File: src/rtl/id_operand_scoreboard_pkg.sv
// Shared constants for the decode-stage operand scoreboard (package id_sb_pkg).
// Forwarding index constants follow pipeline age: EX is the youngest source.
package id_sb_pkg;
  localparam int REG_AW   = 5;
  localparam int XLEN_DEF = 32;
  localparam int NREG_DEF = 32;

  localparam int FWD_EX  = 0;
  localparam int FWD_MEM = 1;
  localparam int FWD_WB  = 2;

  // Largest value a pending counter may hold before an issue would wrap it.
  function automatic int cntMax(input int width);
    return (1 << width) - 1;
  endfunction
endpackage

File: src/rtl/id_operand_scoreboard_if.sv
// Decode-side operand/forwarding bus of the scoreboard.
// The master modport is the pipeline driving it; the slave modport is the scoreboard.
interface id_operand_scoreboard_if #(
  parameter int XLEN    = 32,
  parameter int NREG    = 32,
  parameter int NUM_RD  = 2,
  parameter int NUM_FWD = 3
);
  logic [NUM_RD*5-1:0]     rd_addr;
  logic [NUM_RD-1:0]       rd_need;
  logic [NUM_RD*XLEN-1:0]  rf_rdata;
  logic [NUM_RD*XLEN-1:0]  src_value;
  logic                    stall;
  logic                    issue_valid;
  logic                    issue_we;
  logic [4:0]              issue_waddr;
  logic [4:0]              dst_addr;
  logic                    dst_we;
  logic [NUM_FWD-1:0]      fwd_valid;
  logic [NUM_FWD-1:0]      fwd_we;
  logic [NUM_FWD*5-1:0]    fwd_waddr;
  logic [NUM_FWD-1:0]      fwd_data_ok;
  logic [NUM_FWD*XLEN-1:0] fwd_data;
  logic                    retire_valid;
  logic [4:0]              retire_waddr;
  logic [XLEN-1:0]         retire_wdata;
  logic                    flush_all;
  logic [NREG-1:0]         busy_mask;
  logic                    sb_err;

  modport master (
    output rd_addr, rd_need, rf_rdata, issue_valid, issue_we, issue_waddr,
           dst_addr, dst_we, fwd_valid, fwd_we, fwd_waddr, fwd_data_ok, fwd_data,
           retire_valid, retire_waddr, retire_wdata, flush_all,
    input  src_value, stall, busy_mask, sb_err
  );

  modport slave (
    input  rd_addr, rd_need, rf_rdata, issue_valid, issue_we, issue_waddr,
           dst_addr, dst_we, fwd_valid, fwd_we, fwd_waddr, fwd_data_ok, fwd_data,
           retire_valid, retire_waddr, retire_wdata, flush_all,
    output src_value, stall, busy_mask, sb_err
  );
endinterface

File: src/rtl/id_operand_scoreboard_fwd_mux.sv
// Single read-port operand resolver: r0, prioritised forwarding, WB commit, register file.
// Forwarding and commit bypass exist only when SB_BYPASS_EN is defined.
module id_fwd_mux
  import id_sb_pkg::*;
#(
  parameter int XLEN    = 32,
  parameter int NUM_FWD = 3
) (
  input  logic [REG_AW-1:0]         i_addr,
  input  logic                      i_need,
  input  logic [XLEN-1:0]           i_rfData,
  input  logic                      i_pending,
  input  logic [NUM_FWD-1:0]        i_fwdValid,
  input  logic [NUM_FWD-1:0]        i_fwdWe,
  input  logic [NUM_FWD*REG_AW-1:0] i_fwdWaddr,
  input  logic [NUM_FWD-1:0]        i_fwdDataOk,
  input  logic [NUM_FWD*XLEN-1:0]   i_fwdData,
  input  logic                      i_retireValid,
  input  logic [REG_AW-1:0]         i_retireWaddr,
  input  logic [XLEN-1:0]           i_retireWdata,
  output logic [XLEN-1:0]           o_value,
  output logic                      o_stall
);

`ifdef SB_BYPASS_EN
  logic            w_hit;
  logic            w_hitOk;
  logic [XLEN-1:0] w_hitData;

  // Scan oldest to youngest so the lowest matching index overrides the rest.
  always_comb begin
    w_hit     = 1'b0;
    w_hitOk   = 1'b0;
    w_hitData = '0;
    for (int i = NUM_FWD - 1; i >= 0; i--) begin
      if (i_fwdValid[i] && i_fwdWe[i] && (i_fwdWaddr[i*REG_AW +: REG_AW] == i_addr)) begin
        w_hit     = 1'b1;
        w_hitOk   = i_fwdDataOk[i];
        w_hitData = i_fwdData[i*XLEN +: XLEN];
      end
    end
  end

  always_comb begin
    o_value = i_rfData;
    o_stall = 1'b0;
    if (i_addr == '0) begin
      o_value = '0;
    end else if (w_hit) begin
      if (w_hitOk) o_value = w_hitData;
      else         o_stall = i_need;
    end else if (i_retireValid && (i_retireWaddr == i_addr)) begin
      o_value = i_retireWdata;
    end else if (i_pending) begin
      o_stall = i_need;
    end
  end
`else
  logic w_unused;
  assign w_unused = ^{i_fwdValid, i_fwdWe, i_fwdWaddr, i_fwdDataOk, i_fwdData,
                      i_retireValid, i_retireWaddr, i_retireWdata};

  // Without bypass a pending write is only visible once it has reached the file.
  always_comb begin
    o_value = (i_addr == '0) ? '0 : i_rfData;
    o_stall = (i_addr != '0) && i_need && i_pending;
  end
`endif

endmodule

File: src/rtl/id_operand_scoreboard.sv
// Decode-stage operand scoreboard: per-register pending counters plus one resolver per read port.
// Define SB_BYPASS_EN to enable forwarding/commit bypass; otherwise operands come from the file.
module id_operand_scoreboard
  import id_sb_pkg::*;
#(
  parameter int XLEN    = XLEN_DEF,
  parameter int NREG    = NREG_DEF,
  parameter int NUM_RD  = 2,
  parameter int NUM_FWD = 3,
  parameter int CNT_W   = 2
) (
  input logic              clk,
  input logic              reset,
  id_operand_scoreboard_if.slave sb
);

  localparam logic [CNT_W-1:0] CNT_MAX = CNT_W'(cntMax(CNT_W));

  logic [CNT_W-1:0]  r_cnt [NREG];
  logic              r_sbErr;
  logic [NREG-1:0]   w_inc;
  logic [NREG-1:0]   w_dec;
  logic [NREG-1:0]   w_busy;
  logic              w_zeroRetire;
  logic              w_satStall;
  logic [NUM_RD-1:0] w_portStall;

  always_comb begin
    w_inc  = '0;
    w_dec  = '0;
    w_busy = '0;
    for (int r = 1; r < NREG; r++) begin
      w_inc[r] = sb.issue_valid && sb.issue_we && (sb.issue_waddr == REG_AW'(r));
      w_dec[r] = sb.retire_valid && (sb.retire_waddr == REG_AW'(r));
    end
    for (int r = 0; r < NREG; r++) begin
      w_busy[r] = (r_cnt[r] != '0);
    end
  end

  // A simultaneous issue to the same register cancels the retire, so it is not an error.
  assign w_zeroRetire = sb.retire_valid && (sb.retire_waddr != '0)
                      && !(sb.issue_valid && sb.issue_we && (sb.issue_waddr == sb.retire_waddr))
                      && (r_cnt[sb.retire_waddr] == '0);

  always_ff @(posedge clk) begin
    if (reset) begin
      for (int r = 0; r < NREG; r++) r_cnt[r] <= '0;
      r_sbErr <= 1'b0;
    end else if (sb.flush_all) begin
      for (int r = 0; r < NREG; r++) r_cnt[r] <= '0;
    end else begin
      for (int r = 0; r < NREG; r++) begin
        if (w_inc[r] && !w_dec[r] && (r_cnt[r] != CNT_MAX)) r_cnt[r] <= r_cnt[r] + 1'b1;
        else if (w_dec[r] && !w_inc[r] && (r_cnt[r] != '0)) r_cnt[r] <= r_cnt[r] - 1'b1;
      end
      if (w_zeroRetire) r_sbErr <= 1'b1;
    end
  end

  // Holding decode while the destination counter is full keeps it from wrapping.
  assign w_satStall = sb.dst_we && (sb.dst_addr != '0) && (r_cnt[sb.dst_addr] == CNT_MAX);

  for (genvar p = 0; p < NUM_RD; p++) begin : g_port
    id_fwd_mux #(
      .XLEN    (XLEN),
      .NUM_FWD (NUM_FWD)
    ) u_fwdMux (
      .i_addr        (sb.rd_addr[p*REG_AW +: REG_AW]),
      .i_need        (sb.rd_need[p]),
      .i_rfData      (sb.rf_rdata[p*XLEN +: XLEN]),
      .i_pending     (w_busy[sb.rd_addr[p*REG_AW +: REG_AW]]),
      .i_fwdValid    (sb.fwd_valid),
      .i_fwdWe       (sb.fwd_we),
      .i_fwdWaddr    (sb.fwd_waddr),
      .i_fwdDataOk   (sb.fwd_data_ok),
      .i_fwdData     (sb.fwd_data),
      .i_retireValid (sb.retire_valid),
      .i_retireWaddr (sb.retire_waddr),
      .i_retireWdata (sb.retire_wdata),
      .o_value       (sb.src_value[p*XLEN +: XLEN]),
      .o_stall       (w_portStall[p])
    );
  end

  assign sb.stall     = (|w_portStall) || w_satStall;
  assign sb.busy_mask = w_busy;
  assign sb.sb_err    = r_sbErr;

endmodule

File: src/flat_wrapper.sv
// flat-port wrapper written by rule: the top's interface ports become plain ports
module id_operand_scoreboard_flat import id_sb_pkg::*;
#(
  parameter int XLEN    = XLEN_DEF,
  parameter int NREG    = NREG_DEF,
  parameter int NUM_RD  = 2,
  parameter int NUM_FWD = 3,
  parameter int CNT_W   = 2
)
  (clk, reset, sb_rd_addr, sb_rd_need, sb_rf_rdata, sb_issue_valid, sb_issue_we, sb_issue_waddr, sb_dst_addr, sb_dst_we, sb_fwd_valid, sb_fwd_we, sb_fwd_waddr, sb_fwd_data_ok, sb_fwd_data, sb_retire_valid, sb_retire_waddr, sb_retire_wdata, sb_flush_all, sb_src_value, sb_stall, sb_busy_mask, sb_sb_err);
  id_operand_scoreboard_if #(.XLEN(XLEN), .NREG(NREG), .NUM_RD(NUM_RD), .NUM_FWD(NUM_FWD)) sb_i ();
  input logic clk;
  input logic reset;
  input wire logic [$bits(sb_i.rd_addr)-1:0] sb_rd_addr;
  input wire logic [$bits(sb_i.rd_need)-1:0] sb_rd_need;
  input wire logic [$bits(sb_i.rf_rdata)-1:0] sb_rf_rdata;
  input wire logic [$bits(sb_i.issue_valid)-1:0] sb_issue_valid;
  input wire logic [$bits(sb_i.issue_we)-1:0] sb_issue_we;
  input wire logic [$bits(sb_i.issue_waddr)-1:0] sb_issue_waddr;
  input wire logic [$bits(sb_i.dst_addr)-1:0] sb_dst_addr;
  input wire logic [$bits(sb_i.dst_we)-1:0] sb_dst_we;
  input wire logic [$bits(sb_i.fwd_valid)-1:0] sb_fwd_valid;
  input wire logic [$bits(sb_i.fwd_we)-1:0] sb_fwd_we;
  input wire logic [$bits(sb_i.fwd_waddr)-1:0] sb_fwd_waddr;
  input wire logic [$bits(sb_i.fwd_data_ok)-1:0] sb_fwd_data_ok;
  input wire logic [$bits(sb_i.fwd_data)-1:0] sb_fwd_data;
  input wire logic [$bits(sb_i.retire_valid)-1:0] sb_retire_valid;
  input wire logic [$bits(sb_i.retire_waddr)-1:0] sb_retire_waddr;
  input wire logic [$bits(sb_i.retire_wdata)-1:0] sb_retire_wdata;
  input wire logic [$bits(sb_i.flush_all)-1:0] sb_flush_all;
  output wire logic [$bits(sb_i.src_value)-1:0] sb_src_value;
  output wire logic [$bits(sb_i.stall)-1:0] sb_stall;
  output wire logic [$bits(sb_i.busy_mask)-1:0] sb_busy_mask;
  output wire logic [$bits(sb_i.sb_err)-1:0] sb_sb_err;
  assign sb_i.rd_addr = sb_rd_addr;
  assign sb_i.rd_need = sb_rd_need;
  assign sb_i.rf_rdata = sb_rf_rdata;
  assign sb_i.issue_valid = sb_issue_valid;
  assign sb_i.issue_we = sb_issue_we;
  assign sb_i.issue_waddr = sb_issue_waddr;
  assign sb_i.dst_addr = sb_dst_addr;
  assign sb_i.dst_we = sb_dst_we;
  assign sb_i.fwd_valid = sb_fwd_valid;
  assign sb_i.fwd_we = sb_fwd_we;
  assign sb_i.fwd_waddr = sb_fwd_waddr;
  assign sb_i.fwd_data_ok = sb_fwd_data_ok;
  assign sb_i.fwd_data = sb_fwd_data;
  assign sb_i.retire_valid = sb_retire_valid;
  assign sb_i.retire_waddr = sb_retire_waddr;
  assign sb_i.retire_wdata = sb_retire_wdata;
  assign sb_i.flush_all = sb_flush_all;
  assign sb_src_value = sb_i.src_value;
  assign sb_stall = sb_i.stall;
  assign sb_busy_mask = sb_i.busy_mask;
  assign sb_sb_err = sb_i.sb_err;
  id_operand_scoreboard #(.XLEN(XLEN), .NREG(NREG), .NUM_RD(NUM_RD), .NUM_FWD(NUM_FWD), .CNT_W(CNT_W)) u_core (.clk(clk), .reset(reset), .sb(sb_i));
endmodule
File: config.mk
export PLATFORM = sky130hd
export DESIGN_NAME = id_operand_scoreboard_flat
export DESIGN_NICKNAME = d
export VERILOG_FILES = /design/src/rtl/id_operand_scoreboard_pkg.sv /design/src/rtl/id_operand_scoreboard_if.sv /design/src/rtl/id_operand_scoreboard_fwd_mux.sv /design/src/rtl/id_operand_scoreboard.sv /design/src/flat_wrapper.sv
export SDC_FILE = /design/constraint.sdc
export NUM_CORES = 1
export LEC_CHECK = 0
export CAP_MARGIN = 20
export CORE_ASPECT_RATIO = 0.5
export CORE_UTILIZATION = 41
export CTS_BUF_LIST = sky130_fd_sc_hd__clkbuf_8
export CTS_CLUSTER_DIAMETER = 60
export DETAILED_ROUTE_END_ITERATION = 12
export PLACE_DENSITY = 0.89
export SYNTH_ARGS = -nofsm -noshare
export SYNTH_HDL_FRONTEND = slang
export SYNTH_SLANG_ARGS = --single-unit
File: constraint.sdc
create_clock -name clk -period 2.8 [get_ports clk]
set_input_delay 0.56 -clock clk [delete_from_list [all_inputs] [get_ports clk]]
set_output_delay 0.56 -clock clk [all_outputs]
set_load 0.02 [all_outputs]
==> impl_metrics.tcl, run 1 <==
set metrics [dict create \
    clockPowerShare_pct 29.6 \
    hold_path.class "flop to flop" \
    switching_share_pct 33.6 \
    syn2layout_area_growth_pct 57.5 \
    cp-start-kind "flop" \
    powerDensity_mw_per_mm2 319 \
    routed_wl_um 26600 \
    outcome "finished, violations left" \
    drcViolationCount 0 \
    fin_crit_sh_pct 102 \
    die_y_um 91.2 \
    setup_violations 1 \
    cts_buffers 9 \
    yosysWarnings 0 \
    ys_types 64 \
    grt_pass1_wl_um 40700 \
    syn_area_mm2 0.00653 \
    core_mm2 0.0155 \
    grt_util_all_layers_pct 31.7 \
    grt.overflow.total 0 \
    utilization_pct 66.3 \
    cp-end-kind "output pin" \
    clock_path_buffers 2 \
    path_class "flop to output pin" \
    layout-drive-gt1-share_pct 31.4 \
    drt-initial-drc-count 853 \
    ir_worst_vdd_uv 256 \
    synth_seq_cells 63 \
    fin_worst_skew_ns 0.0142 \
    total_power_mw 3.28 \
    num_rows 32 \
    io_pins 348 \
    synth_top_area_share_pct 28.5 \
    final_max_slew_viol_count 0 \
    synth_common_cells "nor2_1 (119), nor2b_1 (74), inv_1 (71)" \
    fin_ws_ns -0.0486 \
    clockRootBuffer "clkbuf_8" \
    hold_viol_final 0 \
    die_w_um 180 \
    antenna_found_initial 0 \
    avgSynthCellArea_um2 8.56 \
    total_leakage_power_nw 4.36 \
    grt_max_degree 23 \
    antenna_cells 0 \
    crit_fanout 3 \
    cts_htree_levels 3 \
    ant_nets 0 \
    relSlewSlack_pct 56.3 \
    async_flop_share_pct 0 \
    synth_ff_type "edfxtp_1" \
    fillers 1206 \
    crit_arrival_ns 2.29 \
    insertion_delay_ns 0.38 \
    worst-slew-pin-transition_ns 0.655 \
    yosysMostFrequentCell "nor2_1" \
    gp_congestion 1.01 \
    required_ns 2.24 \
    dr.pass1.iters 6 \
    yosysTopAreaCell "edfxtp_1" \
    via_count 7709 \
    vias_per_cell 5.78 \
    yosysSeqAreaShare_pct 28.8 \
    clock.fmax_mhz 351 \
    clk_pin_slew_ns 0.09 \
    syn_inst 762 \
    min_period_ns 2.85 \
    synth_edf_count 62 \
    dp_hpwl_um 20700 \
    power_frac_comb_pct 36.9 \
    final_nets 1409 \
    place_ws_ns -0.766 \
    rsz0062_at_grt "true" \
    wl_per_cell_um 20.0 \
    violations "setup timing" \
    cts_hold_buf 0 \
    placement.io_buffers 194 \
    grt_pass1_vias 7487 \
    p_int_mw 2.18 \
    start_util_pct 42.1 \
    syn_nets 1046 \
    yosys-top-cells-area "edfxtp_1 (29%), nor2b_1 (7.1%), nor2_1 (6.8%), ha_1 (6.5%), mux4_2 (4.8%)" \
    maxCapViolCount 0 \
    tns_ns -0.0486 \
    clock-sinks 63 \
    seqPwrFrac_pct 33.5 \
    dieArea_mm2 0.0165 \
    power.switching_mw 1.10 \
    cts_tree "done" \
]
==> layer usage <==
layer  vias to the layer above  routed length, um  global-route usage (%)
met2                       522              12400                    53.1
li1                       3456                  -                       -
met4                         0                906                    12.3
met1                      3641              10300                    39.2
met5                         -                  0                       0
met3                        90               3050                    8.42
==> cells by family (layout without fill, tap and decap cells) <==
group / Yosys count / in the layout / share of synthesized area (%)
other cells: 1 / 1 / 0.0575
simple gates: 371 / 371 / 30.0
compound gates: 116 / 116 / 13.7
mux: 29 / 29 / 8.22
fa+ha+maj: 34 / 34 / 6.52
flops: 63 / 63 / 28.8
buf+inv: 109 / 477 / 7.48
xor+xnor: 39 / 39 / 5.23
==> final timing paths <==
| check | startpoint | end | slack, ns | cells after the start |
|---|---|---|---|---|
| setup / recovery | u_core.r_cnt[7][0]$_SDFFCE_PN0P_ | sb_stall | -0.05 | 8 |
| hold / removal | u_core.sb.sb_err$_SDFFE_PP0P_ | u_core.sb.sb_err$_SDFFE_PP0P_ | 0.53 | 1 |
| setup reg to reg | u_core.r_cnt[31][1]$_SDFFCE_PP0P_ | u_core.sb.sb_err$_SDFFE_PP0P_ | 0.85 | 6 |
| hold reg to reg | u_core.sb.sb_err$_SDFFE_PP0P_ | u_core.sb.sb_err$_SDFFE_PP0P_ | 0.53 | 1 |
==> cell type report <==
| type | instances | area (um^2) | share of cell area [%] |
|---|---|---|---|
| Clock buffer | 9 | 124 | 1.21 |
| Multi-Input combinational cell | 590 | 4280 | 41.6 |
| Sequential cell | 63 | 1880 | 18.3 |
| Timing Repair Buffer | 390 | 3370 | 32.8 |
| Clock inverter | 7 | 104 | 1.01 |
| Tap cell | 204 | 255 | 2.48 |
| Inverter | 71 | 267 | 2.59 |
==> cell usage in the layout (no fill, tap or decap), types with 13 or more instances in the layout <==
cell type        synthesis  final
inv_1                   71     67
a31oi_1                 13     13
clkdlybuf4s50_1          0    119
mux4_2                  14     15
nand2_1                 60     60
ha_1                    34     21
nor2b_1                 74     74
buf_2                   17     46
xnor2_1                 23     23
a21oi_1                 24     24
nor2_1                 119    115
xor2_1                  16     16
clkdlybuf4s15_2          0     16
buf_4                    4    184
nand3_1                 32     32
edfxtp_1                62     62
==> through the flow <==
stage / cell area, um^2 / hold WS [ns] / cells
2_1_floorplan: 6530 / 0.577 / 762
3_3_place_gp: 9890 / 0.491 / 1301
3_5_place_dp: 9890 / 0.509 / 1301
4_1_cts: 10300 / 0.534 / 1324
5_1_grt: 10300 / 0.580 / 1334
6_report: 10300 / 0.533 / 1334
==> power groups by stage <==
stage	registers (mW)	clock network (mW)	logic, mW
finish	1.10	0.971	1.21
floorplan	1.13	0	0.517
CTS	1.10	0.959	1.17
detailed placement	1.12	0	1.18
global placement	1.11	0	1.16
global route	1.10	0.999	1.26
==> critical path: stages, from the launching register on <==
cell and delay [ns]:
edfxtp_1 0.35, inv_1 0.06, ha_2 0.21, mux4_2 0.48, a211oi_2 0.24, a21oi_1 0.06
o311a_1 0.29, nand3_1 0.09, buf_6 0.13
==> flip-flops by register name (all words and copies together) (netlist names) <==
register and flops:
u_core.sb.sb_err 1, u_core.r_cnt 62
==> what timing repair did <==
item / 4_1_cts / 5_1_grt
cloned: 4 / 2
setup endpoints to repair: 65 / 55
resized for setup: 251 / 58
buffers inserted: 3 / 9
pin swaps: 0 / 7
(Power assumes the default switching activity.)
==> inputs of run 2 (changes only) <==
- RECOVER_POWER: unset -> 100
==> impl_metrics.tcl, run 2 (same netlist as run 1, synthesis figures left out) <==
set metrics [dict create \
    dieArea_mm2 0.0165 \
    num_rows 32 \
    min_period_ns 2.85 \
    mostFrequentLayoutCells "buf_4 (175), nor2_1 (117), clkdlybuf4s50_1 (81), nor2b_1 (74), inv_1 (67)" \
    power_frac_comb_pct 36.3 \
    antenna_found_initial 0 \
    fin_area_mm2 0.0101 \
    seqPwrFrac_pct 33.8 \
    crit_chain "inv_1, ha_2, mux4_2, a211oi_2, a21oi_1, o311a_1, nand3_1, buf_6" \
    ff2ff_setup_slack_ns 0.75 \
    fillers 1233 \
    power.switching_mw 1.10 \
    grt_util_met3_pct 8.42 \
    cts_buffers 9 \
    clock-sinks 63 \
    utilization_pct 65.3 \
    routed_wl_um 26600 \
    hold_depth 1 \
    timing.rr.end "u_core.r_cnt[18][0]$_SDFFCE_PN0P_" \
    layout.cells.non_filler 1334 \
    outcome "finished, violations left" \
    path_class "flop to output pin" \
    via_count 7669 \
    relSlewSlack_pct 37.0 \
    final_common_cell "buf_4" \
    place_area_mm2 0.00989 \
    cpPeakStageDelay_ns 0.48 \
    dp_hpwl_um 20700 \
    maxCapViolCount 0 \
    grt_util_all_layers_pct 31.7 \
    top_register "u_core.r_cnt" \
    gr-max-usage-layer "met2" \
    hp-start "u_core.sb.sb_err$_SDFFE_PP0P_" \
    clock.fmax_mhz 351 \
    rsz0062_at_grt "true" \
    fin_worst_skew_ns 0.0127 \
    grt_pass1_wl_um 40700 \
    clockRootBuffer "clkbuf_8" \
    hold_viol_final 0 \
    layout-drive-gt1-share_pct 29.7 \
    grt.overflow.total 0 \
    switching_share_pct 33.7 \
    syn2layout_area_growth_pct 54.9 \
    violations "setup timing" \
    grt_max_degree 23 \
    final_max_slew_viol_count 0 \
    insertion_delay_ns 0.37 \
    cts_tree "done" \
    total_power_mw 3.25 \
    cp-start-kind "flop" \
    setup_violations 11 \
    required_ns 2.24 \
    cp-end-kind "output pin" \
    crit_arrival_ns 2.29 \
    fin_ws_ns -0.0529 \
    dr.pass1.iters 5 \
    final_nets 1409 \
    cp_slowest_cell "mux4_2" \
    io_pins 348 \
    crit_fanout 3 \
    core_mm2 0.0155 \
    cts_hold_buf 0 \
    antenna_cells 0 \
    vias_per_cell 5.75 \
    dp.cells 1301 \
    tns_ns -0.129 \
    grt_pass1_vias 7487 \
    hold_path.class "flop to flop" \
    wl_per_cell_um 19.9 \
    clk_pin_slew_ns 0.08 \
    largest_reg_flops 62 \
    placement.io_buffers 194 \
    p_int_mw 2.15 \
    use_met2_pct 53.1 \
    cts_htree_levels 3 \
    worst-slew-pin-transition_ns 0.921 \
    start_util_pct 42.1 \
    grtUsageMet1_pct 39.2 \
    rr_worst_depth 4 \
    timing.rr.start "u_core.r_cnt[18][1]$_SDFFCE_PN0P_" \
    drt-initial-drc-count 886 \
    ant_nets 0 \
    whs_endpoint "u_core.sb.sb_err$_SDFFE_PP0P_" \
    die_y_um 91.2 \
    drcViolationCount 0 \
    clock_path_buffers 2 \
    ir_worst_vdd_uv 257 \
    fin_crit_sh_pct 102 \
    powerDensity_mw_per_mm2 322 \
    clockPowerShare_pct 29.9 \
    die_w_um 180 \
    gp_congestion 1.01 \
    total_leakage_power_nw 4.34 \
]
run 2: cell types whose count changed in the layout (fill, tap and decap cells not counted), moves of 4 or more:
| cell | before | now |
|---|---|---|
| nor4_1 | 6 | 10 |
| clkbuf_1 | 0 | 7 |
| clkdlybuf4s50_1 | 119 | 81 |
| a2111oi_2 | 5 | 1 |
| nor4_2 | 11 | 7 |
| buf_4 | 184 | 175 |
| dlygate4sd3_1 | 0 | 38 |
| buf_2 | 46 | 33 |
| a2111oi_0 | 6 | 11 |
| clkbuf_2 | 0 | 16 |
run 2: repair_timing:
item	CTS	global route
setup endpoints to repair	65	55
resized for setup	251	58
cloned	4	2
pin swaps	0	7
setup buffers	3	9
run 2: worst max path at each step:
stage,depth (start not counted),endpoint,from
after floorplan,7,sb_stall,sb_rd_addr[7]
after global placement,7,sb_stall,sb_dst_addr[0]
after detailed placement,7,sb_stall,sb_rd_addr[0]
after CTS,8,sb_stall,u_core.r_cnt[14][1]$_SDFFCE_PN0P_
after global routing,10,sb_stall,u_core.r_cnt[3][0]$_SDFFCE_PN0P_
final,8,sb_stall,u_core.r_cnt[7][0]$_SDFFCE_PN0P_
run 2: metrics by stage:
stage	setup slack, ns	hold slack [ns]
2_1_floorplan	0.341	0.577
3_3_place_gp	-0.738	0.491
3_5_place_dp	-0.766	0.509
4_1_cts	-0.0726	0.534
5_1_grt	-0.0937	0.575
6_report	-0.0529	0.531
run 2: area by class of cell:
class / instances / area (um^2) / area share (%)
multi-input cells: 590 / 4200 / 41.6
repair buffers: 390 / 3280 / 32.4
flip-flops and latches: 63 / 1880 / 18.6
inverters: 71 / 267 / 2.64
well taps: 204 / 255 / 2.52
clock buffers: 9 / 124 / 1.23
clock inverters: 7 / 104 / 1.03
run 2: power by group through the flow:
| stage | Clock [mW] | Sequential (mW) | Combinational, mW |
|---|---|---|---|
| after floorplan | 0 | 1.13 | 0.517 |
| after global placement | 0 | 1.11 | 1.16 |
| after detailed placement | 0 | 1.12 | 1.18 |
| after CTS | 0.959 | 1.10 | 1.17 |
| after global routing | 0.999 | 1.10 | 1.24 |
| final | 0.972 | 1.10 | 1.18 |
run 2: routing by layer:
metal / routed length [um] / vias up
met5: 0 / -
met4: 921 / 0
met3: 3210 / 85
met2: 12400 / 542
met1: 10100 / 3585
li1: - / 3457
run 2: critical path: cells and delay by family, from the launching register on:
| family | cells | cell delay, ns |
|---|---|---|
| flops | 1 | 0.35 |
| buf+inv | 2 | 0.19 |
| simple gates | 1 | 0.09 |
| fa+ha+maj | 1 | 0.22 |
| mux | 1 | 0.48 |
| compound gates | 3 | 0.59 |
==> inputs of run 3 (changes only) <==
--- a/config.mk
+++ b/config.mk
@@ -6,11 +6,12 @@
 export NUM_CORES = 1
 export LEC_CHECK = 0
+export ABC_CLOCK_PERIOD_IN_PS = 2800
 export CAP_MARGIN = 20
 export CORE_ASPECT_RATIO = 0.5
-export CORE_UTILIZATION = 41
+export CORE_UTILIZATION = 25
 export CTS_BUF_LIST = sky130_fd_sc_hd__clkbuf_8
 export CTS_CLUSTER_DIAMETER = 60
 export DETAILED_ROUTE_END_ITERATION = 12
-export PLACE_DENSITY = 0.89
+export PLACE_DENSITY = 0.61
 export RECOVER_POWER = 100
 export SYNTH_ARGS = -nofsm -noshare
==> constraint.sdc (replaced) <==
create_clock -name clk -period 2.8 [get_ports clk]
set_input_delay 0.7 -clock clk [delete_from_list [all_inputs] [get_ports clk]]
set_output_delay 0.7 -clock clk [all_outputs]
set_load 0.02 [all_outputs]
==> impl_metrics.tcl, run 3 (same netlist as run 1, synthesis figures left out) <==
set metrics [dict create \
    outcome "finished, violations left" \
    violations "setup timing" \
    relSlewSlack_pct 44.7 \
    min_period_ns 3.02 \
    antenna_cells 0 \
    layout.cells.non_filler 1522 \
    total_leakage_power_nw 4.59 \
    gp_congestion 0.964 \
    start_util_pct 25.7 \
    seqPwrFrac_pct 35.8 \
    fin_worst_skew_ns 0.0101 \
    power.switching_mw 1.07 \
    grt.overflow.total 0 \
    io_pins 348 \
    die_y_um 116 \
    clock_path_buffers 2 \
    drt-initial-drc-count 574 \
    cts_tree "done" \
    num_rows 41 \
    grt_pass1_vias 7240 \
    final_nets 1457 \
    dp.cells 1485 \
    cts_buffers 9 \
    p_int_mw 1.99 \
    final_max_slew_viol_count 0 \
    cp-start-kind "primary input" \
    clockPowerShare_pct 23.9 \
    grt_pass1_wl_um 42600 \
    fin_area_mm2 0.0106 \
    crit_fanout 13 \
    syn2layout_area_growth_pct 63.1 \
    grt_max_degree 22 \
    placement.io_buffers 194 \
    total_power_mw 3.07 \
    wl_per_cell_um 19.0 \
    powerDensity_mw_per_mm2 288 \
    worst-slew-pin-transition_ns 0.818 \
    place_area_mm2 0.0104 \
    required_ns 2.10 \
    dp_hpwl_um 23200 \
    dieArea_mm2 0.0268 \
    crit_arrival_ns 2.32 \
    setup_violations 7 \
    fin_ws_ns -0.215 \
    clockRootBuffer "clkbuf_8" \
    dr.pass1.iters 8 \
    vias_per_cell 4.93 \
    ant_nets 0 \
    maxCapViolCount 0 \
    hold_viol_final 0 \
    antenna_found_initial 0 \
    path_class "primary input to output pin" \
    largest_reg_flops 62 \
    mostFrequentLayoutCells "buf_4 (203), nor2_1 (117), clkdlybuf4s50_1 (90), nor2b_1 (70), inv_1 (69)" \
    switching_share_pct 35.0 \
    drcViolationCount 0 \
    top_register "u_core.r_cnt" \
    final_common_cell "buf_4" \
    ir_worst_vdd_uv 193 \
    clock-sinks 63 \
    power_frac_comb_pct 40.3 \
    core_mm2 0.0254 \
    cts_hold_buf 0 \
    grt_util_all_layers_pct 20.9 \
    via_count 7503 \
    cp-end-kind "output pin" \
    hold_path.class "flop to flop" \
    rsz0062_at_grt "true" \
    cts_htree_levels 3 \
    layout-drive-gt1-share_pct 32.9 \
    insertion_delay_ns 0.38 \
    die_w_um 230 \
    clock.fmax_mhz 332 \
    fin_crit_sh_pct 108 \
    ff2ff_setup_slack_ns 0.89 \
    tns_ns -0.770 \
    clk_pin_slew_ns 0.08 \
    routed_wl_um 28900 \
]
==> run 3: changes by cell type in the layout (fill, tap and decap cells not counted), moves of 5 or more <==
cell             before  now
buf_12                3   12
buf_2                33   59
buf_4               175  203
buf_6                 6   17
clkbuf_2             16    1
clkbuf_4              3   11
clkdlybuf4s15_2      16    1
clkdlybuf4s50_1      81   90
dlygate4sd2_1         6    1
dlygate4sd3_1        38   26
==> run 3: critical path, cell delays in order <==
cell	delay, ns
dlygate4sd2_1	0.29
buf_6	0.18
or4_1	0.52
o21ai_2	0.16
a311oi_2	0.06
nand4_1	0.14
nand3_1	0.12
buf_6	0.15
==> run 3: power groups by stage <==
stage               registers, mW  clock network, mW  logic [mW]
floorplan                    1.13                  0       0.517
global placement             1.11                  0        1.23
detailed placement           1.12                  0        1.23
CTS                          1.10              0.746        1.22
global route                 1.10              0.786        1.31
finish                       1.10              0.733        1.24
==> run 3: final cells by class <==
| class | count | area [um^2] |
|---|---|---|
| well taps | 344 | 430 |
| multi-input cells | 590 | 4200 |
| clock inverters | 7 | 40.0 |
| inverters | 71 | 267 |
| clock buffers | 9 | 124 |
| flip-flops and latches | 63 | 1880 |
| repair buffers | 438 | 3700 |
| fillers | 2540 | 14700 |
==> run 3: worst paths after layout <==
| kind | startpoint | to | cells after the start |
|---|---|---|---|
| max reg2reg | u_core.r_cnt[31][1]$_SDFFCE_PP0P_ | u_core.sb.sb_err$_SDFFE_PP0P_ | 7 |
| max | sb_dst_addr[1] | sb_stall | 8 |
| min reg2reg | u_core.sb.sb_err$_SDFFE_PP0P_ | u_core.sb.sb_err$_SDFFE_PP0P_ | 1 |
| min | u_core.sb.sb_err$_SDFFE_PP0P_ | u_core.sb.sb_err$_SDFFE_PP0P_ | 1 |
==> run 3: stage by stage <==
step	setup slack [ns]	hold WS (ns)	utilization, %
floorplan	0.0610	0.577	-
global placement	-1.08	0.507	41.1
global route	-0.289	0.543	41.9
detailed placement	-1.06	0.511	41.1
finish	-0.215	0.524	41.9
CTS	-0.353	0.529	41.8
==> run 3: per-layer routing <==
layer / up-vias / part of all wire [%] / GRT usage (%)
li1: 3540 / - / -
met1: 3618 / 43 / 27.5
met2: 290 / 47 / 35.2
met3: 55 / 6.9 / 3.13
met4: 0 / 2.9 / 7.73
met5: - / 0 / 0
==> run 3: timing repair <==
| item | in CTS | in global routing |
|---|---|---|
| buffers inserted | 15 | 6 |
| setup endpoints to repair | 65 | 22 |
| pin swaps | 4 | 13 |
| gates resized for setup | 326 | 51 |
| cloned | 3 | 0 |
